==> config.mk <==
export PLATFORM = sky130hd
export DESIGN_NAME = pim_compute_engine_flat
export DESIGN_NICKNAME = d
export VERILOG_FILES = /design/src/rtl/pim_compute_engine_pkg.sv /design/src/rtl/pim_compute_engine_if.sv /design/src/rtl/pim_compute_engine_mac.sv /design/src/rtl/pim_compute_engine.sv /design/src/flat_wrapper.sv
export SDC_FILE = /design/constraint.sdc
export NUM_CORES = 1
export LEC_CHECK = 0
export ABC_AREA = 0
export CAP_MARGIN = 15
export CORE_MARGIN = 1.5
export CORE_UTILIZATION = 54
export CTS_CLUSTER_DIAMETER = 100
export CTS_CLUSTER_SIZE = 30
export DETAILED_ROUTE_END_ITERATION = 10
export PLACE_DENSITY = 0.84
export SLEW_MARGIN = 15
export SYNTH_ARGS = -nofsm -noshare
export SYNTH_HDL_FRONTEND = slang
export SYNTH_SLANG_ARGS = --single-unit
==> constraint.sdc <==
create_clock -name clk -period 31.1 [get_ports clk]
set_clock_uncertainty 0.1 [all_clocks]
set_input_delay 6.22 -clock clk [delete_from_list [all_inputs] [get_ports clk]]
set_output_delay 6.22 -clock clk [all_outputs]
set_load 0.01 [all_outputs]
==> src/rtl/pim_compute_engine_pkg.sv <==
// types: shared widths and engine state encoding for the PIM compute engine.
package types;
  localparam int WIDTH = 8;
  localparam int MATRIX_SIZE = 4;
  typedef enum logic [1:0] {IDLE, MAC, DONE} pim_eng_state_t;
endpackage

==> src/rtl/pim_compute_engine_if.sv <==
// pim_compute_engine_if: start/operand/result bundle between initiator (master) and engine (slave).
interface pim_compute_engine_if #(
  parameter int WIDTH = types::WIDTH,
  parameter int MATRIX_SIZE = types::MATRIX_SIZE
);
  localparam int NN = MATRIX_SIZE * MATRIX_SIZE;
  logic start;
  logic [WIDTH-1:0] matrix_A [NN];
  logic [WIDTH-1:0] matrix_B [NN];
  logic [WIDTH-1:0] result [NN];
  logic result_ready;
  logic busy;
  modport master (output start, matrix_A, matrix_B, input result, result_ready, busy);
  modport slave (input start, matrix_A, matrix_B, output result, result_ready, busy);
endinterface

==> src/rtl/pim_compute_engine_mac.sv <==
// pim_mac: combinational acc + a*b; wraps by default, clamps when PIM_ACC_SATURATE_EN is defined.
module pim_mac #(
  parameter int WIDTH = types::WIDTH
) (
  input  logic [WIDTH-1:0] acc,
  input  logic [WIDTH-1:0] a,
  input  logic [WIDTH-1:0] b,
  output logic [WIDTH-1:0] sum
);
`ifdef PIM_ACC_SATURATE_EN
  localparam int PW = 2 * WIDTH + 1;
  logic [PW-1:0] total;
  assign total = PW'(acc) + PW'(a) * PW'(b);
  assign sum = total > PW'({WIDTH{1'b1}}) ? {WIDTH{1'b1}} : total[WIDTH-1:0];
`else
  assign sum = acc + a * b;
`endif
endmodule

==> src/rtl/pim_compute_engine.sv <==
// pim_compute_engine: sequential N x N matrix multiply, one MAC per cycle (k inner, j, i outer).
// Optional saturating accumulation via PIM_ACC_SATURATE_EN (see pim_mac).
module pim_compute_engine
  import types::*;
#(
  parameter int WIDTH = types::WIDTH,
  parameter int MATRIX_SIZE = types::MATRIX_SIZE
) (
  input logic clk,
  input logic rst,
  pim_compute_engine_if.slave bus
);
  localparam int N = MATRIX_SIZE;
  localparam int NN = N * N;
  localparam int IW = N > 1 ? $clog2(N) : 1;
  localparam int AW = NN > 1 ? $clog2(NN) : 1;
  localparam logic [IW-1:0] L = IW'(N - 1);
  pim_eng_state_t state, state_n;
  logic [WIDTH-1:0] a_q [NN];
  logic [WIDTH-1:0] b_q [NN];
  logic [WIDTH-1:0] res_q [NN];
  logic [IW-1:0] i, j, k;
  logic [WIDTH-1:0] acc, sum;
  logic [AW-1:0] ai, bi, ri;
  logic rdy, last;
  assign ai = AW'(int'(i) * N + int'(k));
  assign bi = AW'(int'(k) * N + int'(j));
  assign ri = AW'(int'(i) * N + int'(j));
  assign last = i == L && j == L && k == L;
  pim_mac #(.WIDTH(WIDTH)) u_mac (.acc(acc), .a(a_q[ai]), .b(b_q[bi]), .sum(sum));
  always_comb begin
    state_n = state == IDLE ? (bus.start ? MAC : IDLE)
            : state == MAC  ? (last ? DONE : MAC)
            : IDLE;
  end
  always_ff @(posedge clk) begin
    if (rst) begin
      state <= IDLE;
      i <= '0;
      j <= '0;
      k <= '0;
      acc <= '0;
      rdy <= 1'b0;
      res_q <= '{default: '0};
    end else begin
      state <= state_n;
      rdy <= state == MAC && last;
      if (state == IDLE && bus.start) begin
        a_q <= bus.matrix_A;
        b_q <= bus.matrix_B;
        i <= '0;
        j <= '0;
        k <= '0;
        acc <= '0;
      end else if (state == MAC) begin
        // end of a dot product: commit the element and step to the next (i,j)
        if (k == L) begin
          res_q[ri] <= sum;
          acc <= '0;
          k <= '0;
          j <= j == L ? '0 : j + 1'b1;
          if (j == L) i <= i == L ? '0 : i + 1'b1;
        end else begin
          acc <= sum;
          k <= k + 1'b1;
        end
      end
    end
  end
  assign bus.result = res_q;
  assign bus.result_ready = rdy;
  assign bus.busy = state != IDLE;
endmodule

==> src/flat_wrapper.sv <==
// flat-port wrapper written by rule: the top's interface ports become plain ports
module pim_compute_engine_flat import types::*;
#(
  parameter int WIDTH = types::WIDTH,
  parameter int MATRIX_SIZE = types::MATRIX_SIZE
)
  (clk, rst, bus_start, bus_matrix_A, bus_matrix_B, bus_result, bus_result_ready, bus_busy);
  pim_compute_engine_if #(.WIDTH(WIDTH), .MATRIX_SIZE(MATRIX_SIZE)) bus_i ();
  input logic clk;
  input logic rst;
  input wire logic [$bits(bus_i.start)-1:0] bus_start;
  input wire logic [$bits(bus_i.matrix_A)-1:0] bus_matrix_A;
  input wire logic [$bits(bus_i.matrix_B)-1:0] bus_matrix_B;
  output wire logic [$bits(bus_i.result)-1:0] bus_result;
  output wire logic [$bits(bus_i.result_ready)-1:0] bus_result_ready;
  output wire logic [$bits(bus_i.busy)-1:0] bus_busy;
  assign bus_i.start = bus_start;
  assign bus_i.matrix_A = {>>{bus_matrix_A}};
  assign bus_i.matrix_B = {>>{bus_matrix_B}};
  assign bus_result = {>>{bus_i.result}};
  assign bus_result_ready = bus_i.result_ready;
  assign bus_busy = bus_i.busy;
  pim_compute_engine #(.WIDTH(WIDTH), .MATRIX_SIZE(MATRIX_SIZE)) u_core (.clk(clk), .rst(rst), .bus(bus_i));
endmodule
* Word-level counts from Yosys, hierarchy flattened
Cells that the tools add are included.
Word-level totals: register bits after elaboration 401, input port bits 259, output and inout port bits 130, word-level logic and storage cells 104
Operators by class: add/sub/neg operators 7, $mul 1, $lt $le $gt $ge 4, equal/unequal tests 4, mux-type cells 17, bitwise logic cells 5, reduce and logical (&&, ||, !) cells 12
Operator list (count):
- $bwmux W128 | 1
- $bmux W8 S4 | 2
- $mux W8 | 6
- $demux W8 S4 | 1
- $ge A5 B5 Y1 const B | 3
- $not A4 Y5 | 3
- $add A4 B2 Y4 | 3
- $mux W2 | 6
- $add A8 B8 Y8 | 1
- $mul A8 B8 Y8 | 1
- $add A2 B1 Y2 const B | 3
- $eq A2 B2 Y1 const B | 3
- $reduce_and A3 Y1 | 2
- $logic_and A1 B1 Y1 | 5
- $lt A5 B1 Y1 const B | 1
- $reduce_and A2 Y1 | 2
- $eq A2 B1 Y1 const B | 1
- $logic_not A2 Y1 | 1
- $not A1 Y1 | 2
- $reduce_bool A2 Y1 | 1
- $reduce_or A2 Y1 | 1
- $mux W1 | 1

* Longest topological paths before layout
Gate-level depths: netlist of the first run.
word-level depth 8, gate-level depth with buffers 22, gate-level depth less buffers 19

* Hierarchy
Synthesis of the first run repeated with hierarchy kept, for this count alone.
Second synthesis, totals: cell total of the unflattened synthesis 1231, area, all modules 16460.8 um^2
By module, submodules not included:
- pim_compute_engine | instances 1, cells an instance 1104, area an instance 15393.5 um^2, seq. area each 10590.2 um^2
- pim_mac | instances 1, cells an instance 127, area an instance 1067.3 um^2, seq. area each 0.0 um^2

* Worst setup path after synthesis of the first run
OpenSTA, ideal clock, no wires.
path type input port to flip-flop, start input port rst, end register u_core.a_q[0] in the netlist's numbering (enable), setup time 0.878 ns, arrival time 17.041 ns, data required time 30.122 ns, slack 13.081 ns, stages 2, path buffers 1, cells stage by stage clkbuf_1 > nor2_1
On the way: longest elaborated chain between the ends 2
RTL lines:
- from (decl) | line flat_wrapper.sv:10 | input logic rst;
- $not A1 Y1 (no source line)
- $reduce_and A2 Y1 (no source line)
- to (signal assigned) | line pim_compute_engine.sv:49 | a_q <= bus.matrix_A;
- to (decl) | line pim_compute_engine.sv:19 | logic [WIDTH-1:0] a_q [NN];
No other way between the ends. A chain may end at the register's enable or synchronous reset.

* Worst setup path in the final report of the first run
start input port bus_start, end register u_core.b_q[108] in the netlist's numbering (enable)
On the way: longest elaborated chain between the ends 2
RTL lines:
- from (decl) | line flat_wrapper.sv:11 | input wire logic [$bits(bus_i.start)-1:0] bus_start;
- $logic_and A1 B1 Y1 | line pim_compute_engine.sv:48 | if (state == IDLE && bus.start) begin
- $reduce_and A2 Y1 (no source line)
- to (signal assigned) | line pim_compute_engine.sv:50 | b_q <= bus.matrix_B;
- to (decl) | line pim_compute_engine.sv:20 | logic [WIDTH-1:0] b_q [NN];
No other way between the ends.

==> metrics.md, run 1 <==
| Metric | Value |
|---|---|
| Run status | completed |
| Total power | 1.16 mW |
| Initial antenna violation count | 10 |
| Hold Vio Cnt, Final | 0 |
| Drt drc | 0 |
| Row cnt | 63 |
| Register bit total from synthesis | between 400 and 500 |
| Register area share after synthesis | roughly 66% |
| Synth top area cells | edfxtp_1 48%, dfxtp_1 18%, mux4_2 8.8%, nand2_1 4.8%, a21oi_1 3.4% |
| Slew @ Worst Pin | about 1200 ps |
| Port bufs | between 300 and 400 |
| M3 GR Usage | roughly 5% |
| Gpl congestion | between 0.8 and 0.9 |
| First-pass DRT Iterations | 6 |
| Capture point of the worst path | u_core.b_q[108] |
| Leading area contributor after synthesis | edfxtp_1 |
| Initial Util | between 50% and 60% |
| Total Wirelength | 41200 µm |
| Period Utilization, post-route | a little under a third |
| Avg Inst Size Synth | 13.7 µm² |
| Worst setup path startpoint | bus_start |
| FMAX | 106 MHz |
| Area delta synth->final | 28.5% |
| CP Class | in -> reg |
| Synth Net Count | 1482 |
| Drt initial violations | about 950 |
| Post_cts resized | 0 |
| Main synth FF type | edfxtp_1 |
| Peak VDD IR | 0.0803 mV |
| Reg2reg end | u_core.bus.result[119] |
| Max clock buf depth | 3 |
| Commonest non-fill, non-tap cells in the layout | 387 x clkdlybuf4s50_1, 256 x edfxtp_1, 205 x nand2_1 |
| GRT overflow | 0 |
| Min-delay worst type | reg -> reg |
| Post-DRT Antenna Nets | 0 |
| Synthesis Warnings | 0 |
| Routing usage on met2 | 46.9% |
| Die width | roughly 180 µm |
| Largest net degree at the start of global routing | between 100 and 150 |
| Vias per cell | between 5 and 6 |
| Unrepaired setup endpoints after global routing | no |
| DIE HEIGHT | ~180 µm |
| R2R Path Start | u_core.k[0] |
| GRT Total Usage | approximately a quarter |
| Layout cells sized above 1 | between 7 and 8% |
| Clk sinks | approximately 400 |
| # hold bufs at CTS | 0 |
| Multi-input logic area | approximately 5000 µm² |
| First-pass GRT wire length | about 61000 µm |
| CP Capture Type | register |
| Most used routing layer | met2 |
| IO Pins | roughly 390 |
| Register-to-Register Path Depth | 18 |
| Gate count of the mapped netlist | roughly 1200 |
| Filler cell count | 1967 |
| CTS H-Tree Depth | 1 |
| Period minus WS final | ~9400 ps |
| Vias in the first global route | around 11000 |
| Setup slack, reg-to-reg | about 24000 ps |
| Die area | 31000 µm² |
| Seq. cell area | about 11000 µm² |
| Synth top area share | between 40% and 50% |
| Clock transition at the registers of the reported paths | 100 ps |
| CP Launch Type | primary input |
| Num CTS Buffers | 17 |
| Power Dens Cells | about 56 nW/µm² |
| Commonest non-fill, non-tap cell in the layout | clkdlybuf4s50_1 |
| Post-DP HPWL | roughly 30000 µm |
| CTS tree | yes |
| Max_cap viols | 0 |
| Syn Std Cell Area | 16200 µm² |
| TNS Setup | 0 ps |
| WP data required | slightly above 30000 ps |
| Vias | ~11000 |
| Post-synth EDFFs | 256 |
| Lkg Pwr | between 6 and 7 nW |
| Grt met1 use | a little under a third |
| Arrival time at the worst endpoint | roughly 9500 ps |
| Library cells used by synthesis | 45 |
| Final Setup Violations | 0 |
| Slew Limit Fails | 0 |
| Skew-Pair Late Insertion Delay | between 500 and 600 ps |
| Nets@finish | around 1800 |
| CTS root buf | clkbuf_16 |
| Ys async rst share | 0% |
| Postcts setup bufs | 0 |
| Max-slew headroom | 20.8% |
| Core area | 29600 µm² |
| Avg WL per Cell | 21.4 µm |
| CP Max Fanout | between 80 and 90 |
[metrics by stage]
stage / worst slack [ps] / std cells / util, % / instance area [µm²] / hold WS, ps
after detailed placement: 21110 / 1896 / 68.6 / 20300 / 346
after floorplan: 13080 / 1179 / - / 16200 / 357
after global placement: 21230 / 1896 / 68.6 / 20300 / 343
after CTS: 21650 / 1919 / 70.2 / 20700 / 361
final: 21650 / 1927 / 70.2 / 20800 / 360
after global routing: 21440 / 1927 / 70.2 / 20800 / 378
[cell usage after synthesis, drive strengths merged, types with 17 or more instances]
master,number
edfxtp,256
nand2,206
dfxtp,145
a21oi,111
nor2,85
mux4,67
clkbuf,53
inv,43
a211oi,33
ha,26
buf,18
fa,18
and3,17
[layout make-up]
type	count	area share, %
diodes	8	0.0964
clock buffers	21	2.12
clock inverters	2	0.0964
inverters	44	0.795
multi-input cells	663	24.4
flip-flops and latches	401	51.0
well taps	390	2.35
repair buffers	398	19.1
[kinds of logic (layout without fill, tap and decap cells)]
logic type | count (synthesis) | after routing | share of synthesized area [%]
AO/OA/AOI/OAI | 173 | 173 | 6.78
flip-flops | 401 | 401 | 65.6
buffers and inverters | 115 | 465 | 3.18
XOR/XNOR | 20 | 20 | 1.26
multiplexers | 77 | 77 | 10.1
AND/OR/NAND/NOR | 349 | 349 | 8.92
adder cells (fa/ha/maj) | 44 | 44 | 4.24
other | 0 | 8 | 0
[sequential cells by signal, summed over array words and instances (netlist names)]
| signal | count |
|---|---|
| u_core.j | 2 |
| u_core.bus.result | 128 |
| u_core.acc | 8 |
| u_core.bus.result_ready | 1 |
| u_core.i | 2 |
| u_core.k | 2 |
| u_core.a_q | 128 |
| u_core.state | 2 |
| u_core.b_q | 128 |
[worst min path at each step]
stage,startpoint,end,depth (start not counted)
after detailed placement,u_core.bus.result[17],u_core.bus.result[17],2
after global placement,u_core.bus.result[81],u_core.bus.result[81],2
final,u_core.bus.result[17],u_core.bus.result[17],2
after global routing,u_core.bus.result[51],u_core.bus.result[51],2
after floorplan,u_core.acc[1],u_core.acc[1],2
after CTS,u_core.bus.result[17],u_core.bus.result[17],2
[power by group]
group / switching [mW] / internal, mW
sequential: 0.00655 / 0.587
clock: 0.155 / 0.103
combinational: 0.200 / 0.110
[per-layer routing]
| metal | wire, µm | vias to the layer above | share of wire (%) |
|---|---|---|---|
| met2 | 21500 | 539 | 52 |
| li1 | - | 4930 | - |
| met3 | 3160 | 89 | 7.7 |
| met5 | 11 | - | 0.027 |
| met1 | 15100 | 5175 | 37 |
| met4 | 1470 | 2 | 3.6 |
[worst max-delay path, stage by stage]
cell,delay (ps)
clkdlybuf4s50_1,490
nand2_1,130
nor2_4,710
buf_4,870
buf_4,960
(Power assumes the default switching activity.)
==> run 2, diff against run 1 <==
CORE_UTILIZATION = 50   (was 54)
PLACE_DENSITY = 0.78   (was 0.84)
clock period = 9.91 ns   (was 31.1 ns; I/O delays follow)
==> run 2 against run 1 <==
Compared with the run above: flip-flop and latch count unchanged; first-iteration DRC count is 19% lower; critical path depth grew 14; final cell count grew 0.31%; core utilization down 4.8 points; count of clock-buffer cells in the layout grew 2; sequential share of layout area hardly changed; largest cell class unchanged; largest power group unchanged.
==> metrics.md, run 2 (synthesis results as in run 1) <==
| Metric | Value |
|---|---|
| Nets@finish | 1824 (was 1828) |
| Commonest non-fill, non-tap cell in the layout | clkdlybuf4s50_1 (unchanged) |
| FMAX | 153 MHz |
| Die width | 183 µm (was 176 µm) |
| PnR worst setup slack | 3370 ps (was 21650 ps) |
| Total power | 3.63 mW (was 1.16 mW) |
| Setup slack, reg-to-reg | 3370 ps (was 24330 ps) |
| Run status | completed (unchanged) |
| Commonest non-fill, non-tap cells in the layout | 387 x clkdlybuf4s50_1, 256 x edfxtp_1, 205 x nand2_1 (unchanged) |
| First-pass DRT Iterations | 5 (was 6) |
| Port bufs | 388 (unchanged) |
| Power Dens Cells | 175 nW/µm² (was 56.0 nW/µm²) |
| CP Class | reg -> reg (was in -> reg) |
| Arrival time at the worst endpoint | 6880 ps (was 9490 ps) |
| Filler cell count | 2258 (was 1967) |
| DIE HEIGHT | 183 µm (was 176 µm) |
| R2R Path Start | u_core.j[0] (was u_core.k[0]) |
| GRT Total Usage | 24.1% (was 26.4%) |
| Register-to-Register Path Depth | 19 (was 18) |
| Max-slew headroom | 22.4% (was 20.8%) |
| Clock transition at the registers of the reported paths | 120 ps (was 100 ps) |
| Worst slack, placed | 3350 ps (was 21110 ps) |
| Layout cells sized above 1 | 7.40% (was 7.59%) |
| Postcts setup bufs | 0 (unchanged) |
| CP Launch Type | register (was primary input) |
| Drt initial violations | 769 (was 952) |
| Slew @ Worst Pin | 1160 ps (was 1180 ps) |
| Period Utilization, post-route | approximately 66% |
| Final Setup Violations | 0 (unchanged) |
| Lkg Pwr | 6.97 nW (was 6.98 nW) |
| # hold bufs at CTS | 0 (unchanged) |
| Unrepaired setup endpoints after global routing | no (unchanged) |
| Hold path start | u_core.bus.result[58] (was u_core.bus.result[17]) |
| Vias | 10600 (was 10700) |
| Initial Util | 50.9% (was 54.7%) |
| CTS tree | yes (unchanged) |
| CP Capture Type | register (unchanged) |
| First-pass GRT wire length | 61400 µm (was 61100 µm) |
| Num CTS Buffers | 17 (unchanged) |
| Avg WL per Cell | 20.9 µm (was 21.4 µm) |
| Peak VDD IR | 0.215 mV (was 0.0803 mV) |
| Worst setup path startpoint | u_core.j[0] (was bus_start) |
| Slew Limit Fails | 0 (unchanged) |
| CP Max Fanout | 20 (was 88) |
| Vias in the first global route | 10900 (about the same) |
| Post-DP HPWL | 29600 µm (was 29900 µm) |
| GRT overflow | 0 (unchanged) |
| CTS H-Tree Depth | 1 (unchanged) |
| Gpl congestion | 0.831 (was 0.822) |
| Vias per cell | 5.49 (was 5.57) |
| Max clock buf depth | 3 (unchanged) |
| WP data required | 10250 ps (was 31140 ps) |
| TNS Setup | 0 ps (unchanged) |
| Post-DRT Antenna Nets | 0 (unchanged) |
| Largest net degree at the start of global routing | 208 (was 105) |
| Reg2reg end | u_core.bus.result[87] (was u_core.bus.result[119]) |
| CTS root buf | clkbuf_16 (unchanged) |
| Hold path depth | 2 (unchanged) |
| Initial antenna violation count | 5 (was 10) |
| Final instance area | 20800 µm² (about the same) |
| Skew-Pair Late Insertion Delay | 540 ps (was 520 ps) |
| Core area | 31700 µm² (was 29600 µm²) |
| Die area | 33400 µm² (was 31000 µm²) |
| Post-DP Area | 20300 µm² (about the same) |
| Period minus WS final | around 6500 ps |
| IO Pins | 389 (unchanged) |
| Min-delay worst type | reg -> reg (unchanged) |
| Max_cap viols | 0 (unchanged) |
| Post_cts resized | 0 (unchanged) |
| Row cnt | 65 (was 63) |
| Clk sinks | 401 (unchanged) |
| Area delta synth->final | 28.5% (about the same) |
| Drt drc | 0 (unchanged) |
| Hold Vio Cnt, Final | 0 (unchanged) |
| Total Wirelength | 40400 µm (was 41200 µm) |
| Hold EP | u_core.bus.result[58] (was u_core.bus.result[17]) |
[run 2: cell type report]
| type | instances | area [µm²] | share of cell area [%] |
|---|---|---|---|
| antenna | 3 | 7.51 | 0.0362 |
| clock buffer | 23 | 448 | 2.16 |
| clock inverter | 3 | 30.0 | 0.145 |
| sequential | 401 | 10600 | 51.0 |
| timing repair buffer | 394 | 3940 | 19.0 |
| multi-input combinational | 663 | 5080 | 24.4 |
| inverter | 44 | 165 | 0.795 |
| tap | 402 | 503 | 2.42 |
[run 2: per-stage QoR]
stage	cells	util [%]	hold slack, ps
after floorplan	1179	-	357
after global placement	1904	63.9	342
after detailed placement	1904	63.9	347
after CTS	1930	65.4	360
after global routing	1933	65.5	379
final	1933	65.5	360
[run 2: worst max path at each step]
| stage | slack, ps | to | depth (start not counted) |
|---|---|---|---|
| floorplan | 490 | u_core.a_q[0] | 2 |
| global placement | 3550 | u_core.bus.result[127] | 19 |
| detailed placement | 3350 | u_core.bus.result[87] | 19 |
| CTS | 3270 | u_core.bus.result[87] | 19 |
| global route | 2950 | u_core.bus.result[87] | 19 |
| finish | 3370 | u_core.bus.result[87] | 19 |
[run 2: per-layer routing]
metal  share of wire (%)  vias to the layer above  global-route usage (%)
met5               0.057                        -                       0
met4                 3.0                        4                    7.77
met3                 6.8                       70                    4.07
met2                  51                      445                    42.3
met1                  39                     5188                    30.6
li1                    -                     4911                       -
[run 2: worst max-delay path, cell delays in order (launching register included)]
cell and delay [ps]:
dfxtp_2 670, buf_4 450, mux4_2 560, a22oi_1 250
nand2_1 240, nand2_1 150, fa_1 410, inv_1 90
fa_1 420, ha_1 290, inv_1 60, fa_1 530
inv_1 70, fa_1 480, a21o_1 170, a21oi_1 170
xnor2_1 100, xnor2_1 280, xnor3_2 620, a211oi_1 320
[run 2: report_power, final]
| part | switching, mW | internal [mW] | total (mW) |
|---|---|---|---|
| combinational | 0.589 | 0.346 | 0.935 |
| clock | 0.497 | 0.329 | 0.826 |
| sequential | 0.0271 | 1.84 | 1.87 |
==> edit, RTL diff (flow settings as in run 2) <==
The 3 states of `pim_eng_state_t` get a one-hot encoding in 3 bits.
--- a/src/rtl/pim_compute_engine_pkg.sv
+++ b/src/rtl/pim_compute_engine_pkg.sv
@@ -4,3 +4,3 @@
   localparam int MATRIX_SIZE = 4;
-  typedef enum logic [1:0] {IDLE, MAC, DONE} pim_eng_state_t;
+  typedef enum logic [2:0] {IDLE = 3'b001, MAC = 3'b010, DONE = 3'b100} pim_eng_state_t;
 endpackage
Check against the original RTL: same outputs for any inputs over 4 cycles, from zero or initial values and one cycle with rst high; so few cycles prove little.
==> edit against run 2 <==
  * Design area rose by 1.1%
  * Sequential share of layout area is 0.44 points lower
  * Routed wire length is 1.8% higher
  * Worst setup slack worse by 510 ps
  * Total power fell by 12%
  * Sequential cell count up 1
  * Die area grew 0.87%
  * Area after synthesis grew 0.88%
==> edit: results (changes against run 2) <==
status completed; Avg Inst Size Synth 13.7 sq um (+0.20%); Post-Place Setup Slack 2560 ps (-783 ps); fraction of area in multi-input gates 24.9% (+0.49 points); antenna diode instance count 0 (-3); worst stage delay on the critical path 780 ps (+110 ps); share of post-route cells with drive strength above 1 6.43% (-0.96 points); syn nets 1490 (+0.54%); Peak supply drop 0.115 mV (-47%); post-synthesis sequential area ratio 65.1% (-0.45 points); clock buffers 26 (+13%); placed cell count 1961 (+3.0%); NonClk Buf Share 18.7% (-0.24 points); tapcells inserted 435 (+8.2%); Slew HR 17.4% (-5.0 points); Detail Placement HPWL 30.3 mm (+2.4%); Critical Path Slowest Stage Cell xnor2_2; Nets 1848 (+1.3%); Cell Pwr Density 151 mW/mm^2 (-13%); initial antenna violation count 0 (-5); Synth top cells by count 256 x edfxtp_1, 174 x nand2_1, 146 x dfxtp_1; first-pass GRT wire length 61.6 mm (+0.33%); Seq. cell area 0.0106 sq mm (+0.20%); Vias/cell 5.45 (-0.79%); LEAKAGE 0.00706 uW (+1.3%); largest net degree at the start of global routing 181 (-13%); RePlAce Congestion 0.873 (+5.1%); synth top area cells edfxtp_1 47%, dfxtp_1 18%, mux4_2 5.7%, nand2_1 4.0%, mux4_1 3.7%; Initial DRC Count 913 (+19%); Fill cells 2298 (+1.8%); Non-clk invs 40 (-9.1%); multi-input gates 691 (+4.2%); vias 10845 (+2.1%); WL final 41.1 mm (+1.8%); CP arrival 7330 ps (+450 ps); synth unique cells 47 (+4.4%)
[edit: changes by cell type after synthesis, sizes merged, moves of 5 or more]
cell,change
clkbuf,-25
nor2,+61
buf,+7
nand3,-5
a22o,+7
nand2,-30
and3,-13
a21oi,+5
[edit: worst paths after layout]
| kind | slack [ps] | end | cells past startpoint | start |
|---|---|---|---|---|
| max | 2850 | u_core.bus.result[103] | 18 | u_core.j[0] |
| min reg2reg | 360 | u_core.bus.result[114] | 2 | u_core.bus.result[114] |
| min | 360 | u_core.bus.result[114] | 2 | u_core.bus.result[114] |
| max reg2reg | 2850 | u_core.bus.result[103] | 18 | u_core.j[0] |
[edit: metal layers]
| metal | global-route usage [%] | vias up | wire, um | part of all wire [%] |
|---|---|---|---|---|
| li1 | - | 5001 | - | - |
| met1 | 31.0 | 5332 | 16300 | 40 |
| met2 | 43.3 | 452 | 20800 | 51 |
| met3 | 3.68 | 60 | 2990 | 7.3 |
| met4 | 6.33 | 0 | 1020 | 2.5 |
| met5 | 0 | - | 0 | 0 |
[edit: logic make-up (layout without fill, tap and decap cells)]
family / count (synthesis) / count (layout) / synth area share (%)
simple gates: 371 / 371 / 9.30
flops: 402 / 402 / 65.1
compound gates: 180 / 180 / 6.93
mux: 77 / 77 / 10.2
fa+ha+maj: 44 / 44 / 4.21
buf+inv: 94 / 462 / 2.93
xor+xnor: 19 / 19 / 1.33
[edit: power breakdown]
part           switching [uW]  total [uW]  internal, uW
Clock                     497         844           347
Sequential               14.8        1850          1840
Combinational             277         482           205
Total                     788        3180          2390
[edit: tightest hold or removal path: cells and delay by family (launching register included)]
family | cells | cell delay [ps]
AOI/OAI and AO/OA | 1 | 50
DFF | 1 | 320
and+or+nand+nor | 1 | 50
